[src/rtl/y86_pkg.sv]
// Shared Y86 definitions: instruction codes, status codes, register-ID
// sentinel and default datapath widths used by the pipeline registers.
package y86_pkg;

    typedef enum logic [3:0] {
        IHALT   = 4'h0,
        INOP    = 4'h1,
        IRRMOVQ = 4'h2,
        IIRMOVQ = 4'h3,
        IRMMOVQ = 4'h4,
        IMRMOVQ = 4'h5,
        IOPQ    = 4'h6,
        IJXX    = 4'h7,
        ICALL   = 4'h8,
        IRET    = 4'h9,
        IPUSHQ  = 4'hA,
        IPOPQ   = 4'hB
    } icode_e;

    typedef enum logic [2:0] {
        SAOK = 3'd1,
        SADR = 3'd2,
        SINS = 3'd3,
        SHLT = 3'd4
    } stat_e;

    localparam logic [3:0] RNONE = 4'hF;

    localparam int unsigned DEF_DATA_W = 64;
    localparam int unsigned DEF_REG_W  = 4;
    localparam int unsigned DEF_STAT_W = 3;
    localparam int unsigned DEF_CNT_W  = 16;

endpackage

[src/rtl/y86_pipe_stage_reg_if.sv]
// Bundle between the hazard-control unit / upstream stage (master) and a
// Y86 inter-stage pipeline register (slave): control, payload in and out,
// error flag and performance counters.
interface y86_pipe_stage_reg_if
    import y86_pkg::*;
#(
    parameter int unsigned DATA_W = DEF_DATA_W,
    parameter int unsigned REG_W  = DEF_REG_W,
    parameter int unsigned STAT_W = DEF_STAT_W,
    parameter int unsigned CNT_W  = DEF_CNT_W
);
    logic              stall;
    logic              bubble;
    logic [STAT_W-1:0] in_stat;
    logic [3:0]        in_icode;
    logic [3:0]        in_ifun;
    logic [DATA_W-1:0] in_valC;
    logic [DATA_W-1:0] in_valP;
    logic [REG_W-1:0]  in_rA;
    logic [REG_W-1:0]  in_rB;
    logic [STAT_W-1:0] out_stat;
    logic [3:0]        out_icode;
    logic [3:0]        out_ifun;
    logic [DATA_W-1:0] out_valC;
    logic [DATA_W-1:0] out_valP;
    logic [REG_W-1:0]  out_rA;
    logic [REG_W-1:0]  out_rB;
    logic              ctrl_err;
    logic [CNT_W-1:0]  stall_cnt;
    logic [CNT_W-1:0]  bubble_cnt;

    modport master (
        output stall, bubble, in_stat, in_icode, in_ifun, in_valC, in_valP, in_rA, in_rB,
        input  out_stat, out_icode, out_ifun, out_valC, out_valP, out_rA, out_rB,
        input  ctrl_err, stall_cnt, bubble_cnt
    );

    modport slave (
        input  stall, bubble, in_stat, in_icode, in_ifun, in_valC, in_valP, in_rA, in_rB,
        output out_stat, out_icode, out_ifun, out_valC, out_valP, out_rA, out_rB,
        output ctrl_err, stall_cnt, bubble_cnt
    );

endinterface

[src/rtl/y86_pipe_stage_reg_sat_counter.sv]
// pipe_sat_counter: counts cycles with inc high, sticking at all-ones.
module pipe_sat_counter #(
    parameter int unsigned WIDTH = 16
) (
    input  logic             clk,
    input  logic             rst_n,
    input  logic             inc,
    output logic [WIDTH-1:0] count
);

    // Increment on request unless already saturated.
    always_ff @(posedge clk or negedge rst_n) begin
        if (!rst_n) begin
            count <= '0;
        end else if (inc && (count != '1)) begin
            count <= count + WIDTH'(1);
        end
    end

endmodule

[src/rtl/y86_pipe_stage_reg.sv]
// Y86 inter-stage pipeline register with stall (hold), bubble (load NOP)
// and load; stall wins over bubble. ctrl_err is sticky on stall+bubble.
// Optional perf counters enabled by defining PIPE_REG_PERF_EN.
module y86_pipe_stage_reg
    import y86_pkg::*;
#(
    parameter int unsigned       DATA_W       = DEF_DATA_W,
    parameter int unsigned       REG_W        = DEF_REG_W,
    parameter int unsigned       STAT_W       = DEF_STAT_W,
    parameter logic [3:0]        BUBBLE_ICODE = INOP,
    parameter logic [STAT_W-1:0] BUBBLE_STAT  = STAT_W'(SAOK),
    parameter logic [REG_W-1:0]  RNONE        = REG_W'(y86_pkg::RNONE),
    parameter int unsigned       CNT_W        = DEF_CNT_W
) (
    input logic                clk,
    input logic                rst_n,
    y86_pipe_stage_reg_if.slave bus
);

    logic [STAT_W-1:0] stat_q;
    logic [3:0]        icode_q;
    logic [3:0]        ifun_q;
    logic [DATA_W-1:0] valC_q;
    logic [DATA_W-1:0] valP_q;
    logic [REG_W-1:0]  rA_q;
    logic [REG_W-1:0]  rB_q;
    logic              err_q;

    // Payload: hold on stall, NOP on bubble, otherwise capture upstream.
    always_ff @(posedge clk or negedge rst_n) begin
        if (!rst_n) begin
            stat_q  <= BUBBLE_STAT;
            icode_q <= BUBBLE_ICODE;
            ifun_q  <= '0;
            valC_q  <= '0;
            valP_q  <= '0;
            rA_q    <= RNONE;
            rB_q    <= RNONE;
        end else if (bus.stall) begin
            stat_q  <= stat_q;
        end else if (bus.bubble) begin
            stat_q  <= BUBBLE_STAT;
            icode_q <= BUBBLE_ICODE;
            ifun_q  <= '0;
            valC_q  <= '0;
            valP_q  <= '0;
            rA_q    <= RNONE;
            rB_q    <= RNONE;
        end else begin
            stat_q  <= bus.in_stat;
            icode_q <= bus.in_icode;
            ifun_q  <= bus.in_ifun;
            valC_q  <= bus.in_valC;
            valP_q  <= bus.in_valP;
            rA_q    <= bus.in_rA;
            rB_q    <= bus.in_rB;
        end
    end

    // Sticky flag for the illegal stall+bubble combination.
    always_ff @(posedge clk or negedge rst_n) begin
        if (!rst_n) begin
            err_q <= 1'b0;
        end else if (bus.stall && bus.bubble) begin
            err_q <= 1'b1;
        end
    end

    assign bus.out_stat  = stat_q;
    assign bus.out_icode = icode_q;
    assign bus.out_ifun  = ifun_q;
    assign bus.out_valC  = valC_q;
    assign bus.out_valP  = valP_q;
    assign bus.out_rA    = rA_q;
    assign bus.out_rB    = rB_q;
    assign bus.ctrl_err  = err_q;

`ifdef PIPE_REG_PERF_EN
    logic bubble_loaded;
    assign bubble_loaded = bus.bubble & ~bus.stall;

    pipe_sat_counter #(.WIDTH(CNT_W)) u_stall_cnt (
        .clk   (clk),
        .rst_n (rst_n),
        .inc   (bus.stall),
        .count (bus.stall_cnt)
    );

    pipe_sat_counter #(.WIDTH(CNT_W)) u_bubble_cnt (
        .clk   (clk),
        .rst_n (rst_n),
        .inc   (bubble_loaded),
        .count (bus.bubble_cnt)
    );
`else
    assign bus.stall_cnt  = CNT_W'(0);
    assign bus.bubble_cnt = CNT_W'(0);
`endif

endmodule

[src/flat_wrapper.sv]
// flat-port wrapper written by rule: the top's interface ports become plain ports
module y86_pipe_stage_reg_flat import y86_pkg::*;
#(
    parameter int unsigned       DATA_W       = DEF_DATA_W,
    parameter int unsigned       REG_W        = DEF_REG_W,
    parameter int unsigned       STAT_W       = DEF_STAT_W,
    parameter logic [3:0]        BUBBLE_ICODE = INOP,
    parameter logic [STAT_W-1:0] BUBBLE_STAT  = STAT_W'(SAOK),
    parameter logic [REG_W-1:0]  RNONE        = REG_W'(y86_pkg::RNONE),
    parameter int unsigned       CNT_W        = DEF_CNT_W
)
  (clk, rst_n, bus_stall, bus_bubble, bus_in_stat, bus_in_icode, bus_in_ifun, bus_in_valC, bus_in_valP, bus_in_rA, bus_in_rB, bus_out_stat, bus_out_icode, bus_out_ifun, bus_out_valC, bus_out_valP, bus_out_rA, bus_out_rB, bus_ctrl_err, bus_stall_cnt, bus_bubble_cnt);
  y86_pipe_stage_reg_if #(.DATA_W(DATA_W), .REG_W(REG_W), .STAT_W(STAT_W), .CNT_W(CNT_W)) bus_i ();
  input logic clk;
  input logic rst_n;
  input wire logic [$bits(bus_i.stall)-1:0] bus_stall;
  input wire logic [$bits(bus_i.bubble)-1:0] bus_bubble;
  input wire logic [$bits(bus_i.in_stat)-1:0] bus_in_stat;
  input wire logic [$bits(bus_i.in_icode)-1:0] bus_in_icode;
  input wire logic [$bits(bus_i.in_ifun)-1:0] bus_in_ifun;
  input wire logic [$bits(bus_i.in_valC)-1:0] bus_in_valC;
  input wire logic [$bits(bus_i.in_valP)-1:0] bus_in_valP;
  input wire logic [$bits(bus_i.in_rA)-1:0] bus_in_rA;
  input wire logic [$bits(bus_i.in_rB)-1:0] bus_in_rB;
  output wire logic [$bits(bus_i.out_stat)-1:0] bus_out_stat;
  output wire logic [$bits(bus_i.out_icode)-1:0] bus_out_icode;
  output wire logic [$bits(bus_i.out_ifun)-1:0] bus_out_ifun;
  output wire logic [$bits(bus_i.out_valC)-1:0] bus_out_valC;
  output wire logic [$bits(bus_i.out_valP)-1:0] bus_out_valP;
  output wire logic [$bits(bus_i.out_rA)-1:0] bus_out_rA;
  output wire logic [$bits(bus_i.out_rB)-1:0] bus_out_rB;
  output wire logic [$bits(bus_i.ctrl_err)-1:0] bus_ctrl_err;
  output wire logic [$bits(bus_i.stall_cnt)-1:0] bus_stall_cnt;
  output wire logic [$bits(bus_i.bubble_cnt)-1:0] bus_bubble_cnt;
  assign bus_i.stall = bus_stall;
  assign bus_i.bubble = bus_bubble;
  assign bus_i.in_stat = bus_in_stat;
  assign bus_i.in_icode = bus_in_icode;
  assign bus_i.in_ifun = bus_in_ifun;
  assign bus_i.in_valC = bus_in_valC;
  assign bus_i.in_valP = bus_in_valP;
  assign bus_i.in_rA = bus_in_rA;
  assign bus_i.in_rB = bus_in_rB;
  assign bus_out_stat = bus_i.out_stat;
  assign bus_out_icode = bus_i.out_icode;
  assign bus_out_ifun = bus_i.out_ifun;
  assign bus_out_valC = bus_i.out_valC;
  assign bus_out_valP = bus_i.out_valP;
  assign bus_out_rA = bus_i.out_rA;
  assign bus_out_rB = bus_i.out_rB;
  assign bus_ctrl_err = bus_i.ctrl_err;
  assign bus_stall_cnt = bus_i.stall_cnt;
  assign bus_bubble_cnt = bus_i.bubble_cnt;
  y86_pipe_stage_reg #(.DATA_W(DATA_W), .REG_W(REG_W), .STAT_W(STAT_W), .BUBBLE_ICODE(BUBBLE_ICODE), .BUBBLE_STAT(BUBBLE_STAT), .RNONE(RNONE), .CNT_W(CNT_W)) u_core (.clk(clk), .rst_n(rst_n), .bus(bus_i));
endmodule
[config.mk]
export PLATFORM = sky130hd
export DESIGN_NAME = y86_pipe_stage_reg_flat
export DESIGN_NICKNAME = d
export VERILOG_FILES = /design/src/rtl/y86_pkg.sv /design/src/rtl/y86_pipe_stage_reg_if.sv /design/src/rtl/y86_pipe_stage_reg_sat_counter.sv /design/src/rtl/y86_pipe_stage_reg.sv /design/src/flat_wrapper.sv
export SDC_FILE = /design/constraint.sdc
export NUM_CORES = 1
export LEC_CHECK = 0
export ABC_AREA = 1
export BUFFER_PORTS_ARGS = -buffer_cell sky130_fd_sc_hd__buf_2
export CAP_MARGIN = 10
export CORE_AREA = 2 2 129 131
export CTS_CLUSTER_DIAMETER = 150
export DETAILED_ROUTE_END_ITERATION = 16
export DIE_AREA = 0 0 131 133
export HOLD_SLACK_MARGIN = 0.15
export PLACE_DENSITY = 0.73
export SYNTH_ARGS = -nofsm -noshare
export SYNTH_HDL_FRONTEND = slang
export SYNTH_SLANG_ARGS = --single-unit
[constraint.sdc]
create_clock -name clk -period 1.52 [get_ports clk]
set_input_delay 0.076 -clock clk [delete_from_list [all_inputs] [get_ports clk]]
set_output_delay 0.076 -clock clk [all_outputs]
set_load 0.05 [all_outputs]
==> flow_summary.yaml <==
timing:
  fin_skew_ns: 0
  finalHoldViolations: 0
  rsz0062_at_grt: "no"
  setup_viol: 0
  finalCriticalPeriod_ns: 1.32
  min_period_over_period_pct: 86.7
  slew_viol_final: 0
  whs_ns: 0.173
  fin_tns_setup_ns: 0
  timing.fmax_mhz: 759
die:
  dieArea_sq_mm: 0.0174
  initial_core_util_pct: 36.7
  rows: 47
  die_h_um: 133
  die_x_um: 131
  coreArea_sq_mm: 0.0162
  io_pins: 331
critical_path:
  crit_required_ns: 1.44
  critPathBufInv: 1
  critPathLaunchType: "flip-flop"
  cp_slowest_cell: "dfstp_2"
  crit_arrival_ns: 1.24
  worstPathCellList: "buf_2"
  path_delay_family: "flip-flops"
  slowest_delay_ns: 0.56
  crit_type: "reg2out"
  end_kind: "output pin"
  crit_fanout: 2
power_and_ir_drop:
  pwr-share-seq_pct: 39.1
  finalPower_mw: 11.3
  p_int_mw: 7.61
  swShare_pct: 32.9
  pwr_density_cell_mw_per_mm2: 1170
  p_switching_mw: 3.74
  ir_drop_uv: 692
  power.share.clock_pct: 36.8
  p_leak_nw: 5.57
  pwr-share-comb_pct: 24.1
yosys:
  ys_types: 13
  synth_largest_area_cell: "dfrtp_1"
  synthArstFlopShare_pct: 100
  post-synth-top-count-cell: "nand2_1"
  synth_enable_flop_cells: 0
  syn_inst: 658
  yosysWarnings: 0
  synth_common_cells: "nand2_1 (421), dfrtp_1 (138), buf_4 (35)"
  yosysSeqAreaShare_pct: 62.7
  syn_area_per_cell_sq_um: 9.01
  synthTopCellsByArea: "dfrtp_1 (58%), nand2_1 (27%), buf_4 (4.4%), dfstp_2 (4.4%), buf_6 (2.7%)"
  synth_ff_type: "dfrtp_1"
  synth_area_sq_mm: 0.00593
  ys_seq_elements: 148
  yosys.area.top_type_share_pct: 58.2
min_path:
  hold_class: "in2reg"
status:
  status: "complete, no violations"
placed_design:
  place_congestion: 0.773
  io_buffers: 298
  hpwl_um: 10600
  placed_cell_area_sq_mm: 0.00747
layout:
  final_util_pct: 59.9
  syn2layout_area_growth_pct: 63.3
  n_antenna_cell: 0
  drive_above_1_share_pct: 31.9
  final_area_sq_mm: 0.00969
  nNetsFinal: 1263
cts:
  cts_buffers: 17
  clkTransAtPathRegs_ns: 0.06
  htreeDepth: 4
  clock_latency_ns: 0.41
  cts_root_buffer: "clkbuf_16"
  cts_tree: "built"
  cts_sinks: 148
  cts_resized: 0
  cts_setup_buffers: 0
  cts_buffer_depth: 2
run:
  max_cap_violations: 0
detailed_routing:
  ant_nets: 0
  drtIter0Drc: 356
  wl_per_cell_um: 13.8
  wirelength_um: 18600
  m1WireLength_um: 6920
  drt_first_pass_iters: 5
  wl_met2_um: 9520
  maxUsedRoutingLayer: "met4"
  drcViolationCount: 0
  wl_met3_um: 1300
  route.vias.total: 5964
  avgViaCountPerCell: 4.43
grt:
  grt_max_degree: 85
  grt_usage_pct: 21.1
  grt_overflow: 0
  grt_pass1_wl_um: 28800
  grt_pass1_vias: 5978
  antenna_found_initial: 0
[kinds of logic after synthesis]
logic type,synth area share (%)
AO/OA/AOI/OAI,0.971
buffers and inverters,8.42
flip-flops,62.7
other,0.0632
AND/OR/NAND/NOR,27.9
[final cells by class]
class | instances | area (sq um)
Clock buffer | 21 | 470
Sequential cell | 148 | 3720
Inverter | 1 | 3.75
Fill cell | 1289 | 6480
Clock inverter | 11 | 125
Multi-Input combinational cell | 475 | 1830
Tap cell | 220 | 275
Timing Repair Buffer | 469 | 3260
[stage by stage]
step           worst slack [ns]  std cells
2_1_floorplan             0.644        689
4_1_cts                   0.181       1345
3_5_place_dp              0.470       1151
3_3_place_gp              0.492       1151
6_report                  0.202       1345
5_1_grt                   0.166       1345
[path summary, 6_finish.rpt]
path | cells after the start | endpoint | from | slack [ns]
worst min register to register | 2 | u_core.bus.out_stat[0] | u_core.bus.out_stat[0] | 0.47
worst max register to register | 2 | u_core.bus.out_rB[3] | u_core.bus.out_rB[3] | 0.78
worst min-delay path | 4 | u_core.bus.out_valC[4] | bus_stall | 0.17
min in group asynchronous | 3 | u_core.bus.out_valC[4] | rst_n | 0.67
max in group asynchronous | 4 | u_core.bus.out_valP[53] | rst_n | 0.30
worst max-delay path | 1 | bus_out_rB[3] | u_core.bus.out_rB[3] | 0.20
[power groups by stage]
stage | logic, mW | registers, mW | clock network [mW]
detailed placement | 2.38 | 4.48 | 0
global placement | 2.35 | 4.48 | 0
CTS | 2.71 | 4.42 | 4.29
global route | 2.89 | 4.47 | 4.48
floorplan | 0.631 | 5.58 | 0
finish | 2.73 | 4.44 | 4.18
[metal layers]
layer	vias to the layer above	track usage (%)
li1	2825	-
met1	2772	22.8
met2	290	36.4
met3	77	6.47
met4	0	11.4
met5	-	0
[state kept, by name, summed over array words and instances, names as in the netlist]
register	cells
u_core.bus.out_stat	3
u_core.bus.out_icode	4
u_core.bus.out_valP	64
u_core.bus.out_rB	4
u_core.bus.out_rA	4
u_core.bus.ctrl_err	1
u_core.bus.out_ifun	4
u_core.bus.out_valC	64
[cell usage in the layout (no fill, tap or decap)]
master	synthesis	routed
bufinv_16	0	2
clkinv_4	0	2
clkbuf_8	0	3
dlygate4sd3_1	0	162
nand2_2	10	10
buf_12	0	6
clkbuf_1	4	1
a21o_1	1	1
nor2_4	1	1
buf_2	12	296
buf_4	35	4
clkinv_2	0	3
conb_1	1	32
buf_6	14	1
o21ai_0	10	10
dfrtp_1	138	138
inv_6	0	2
clkinvlp_4	0	2
nand2_1	421	421
inv_1	1	1
clkbuf_16	0	17
dfstp_2	10	10
[tightest hold or removal path, delay by kind of cell]
kind                   cells  cell delay, ns
AND/OR/NAND/NOR            2            0.13
buffers and inverters      2            0.33
[timing repair]
action | CTS | global route
hold buffers | 162 | 0
setup endpoints to repair | 0 | 0
hold endpoints to repair | 296 | 0
(Power assumes the default switching activity.)
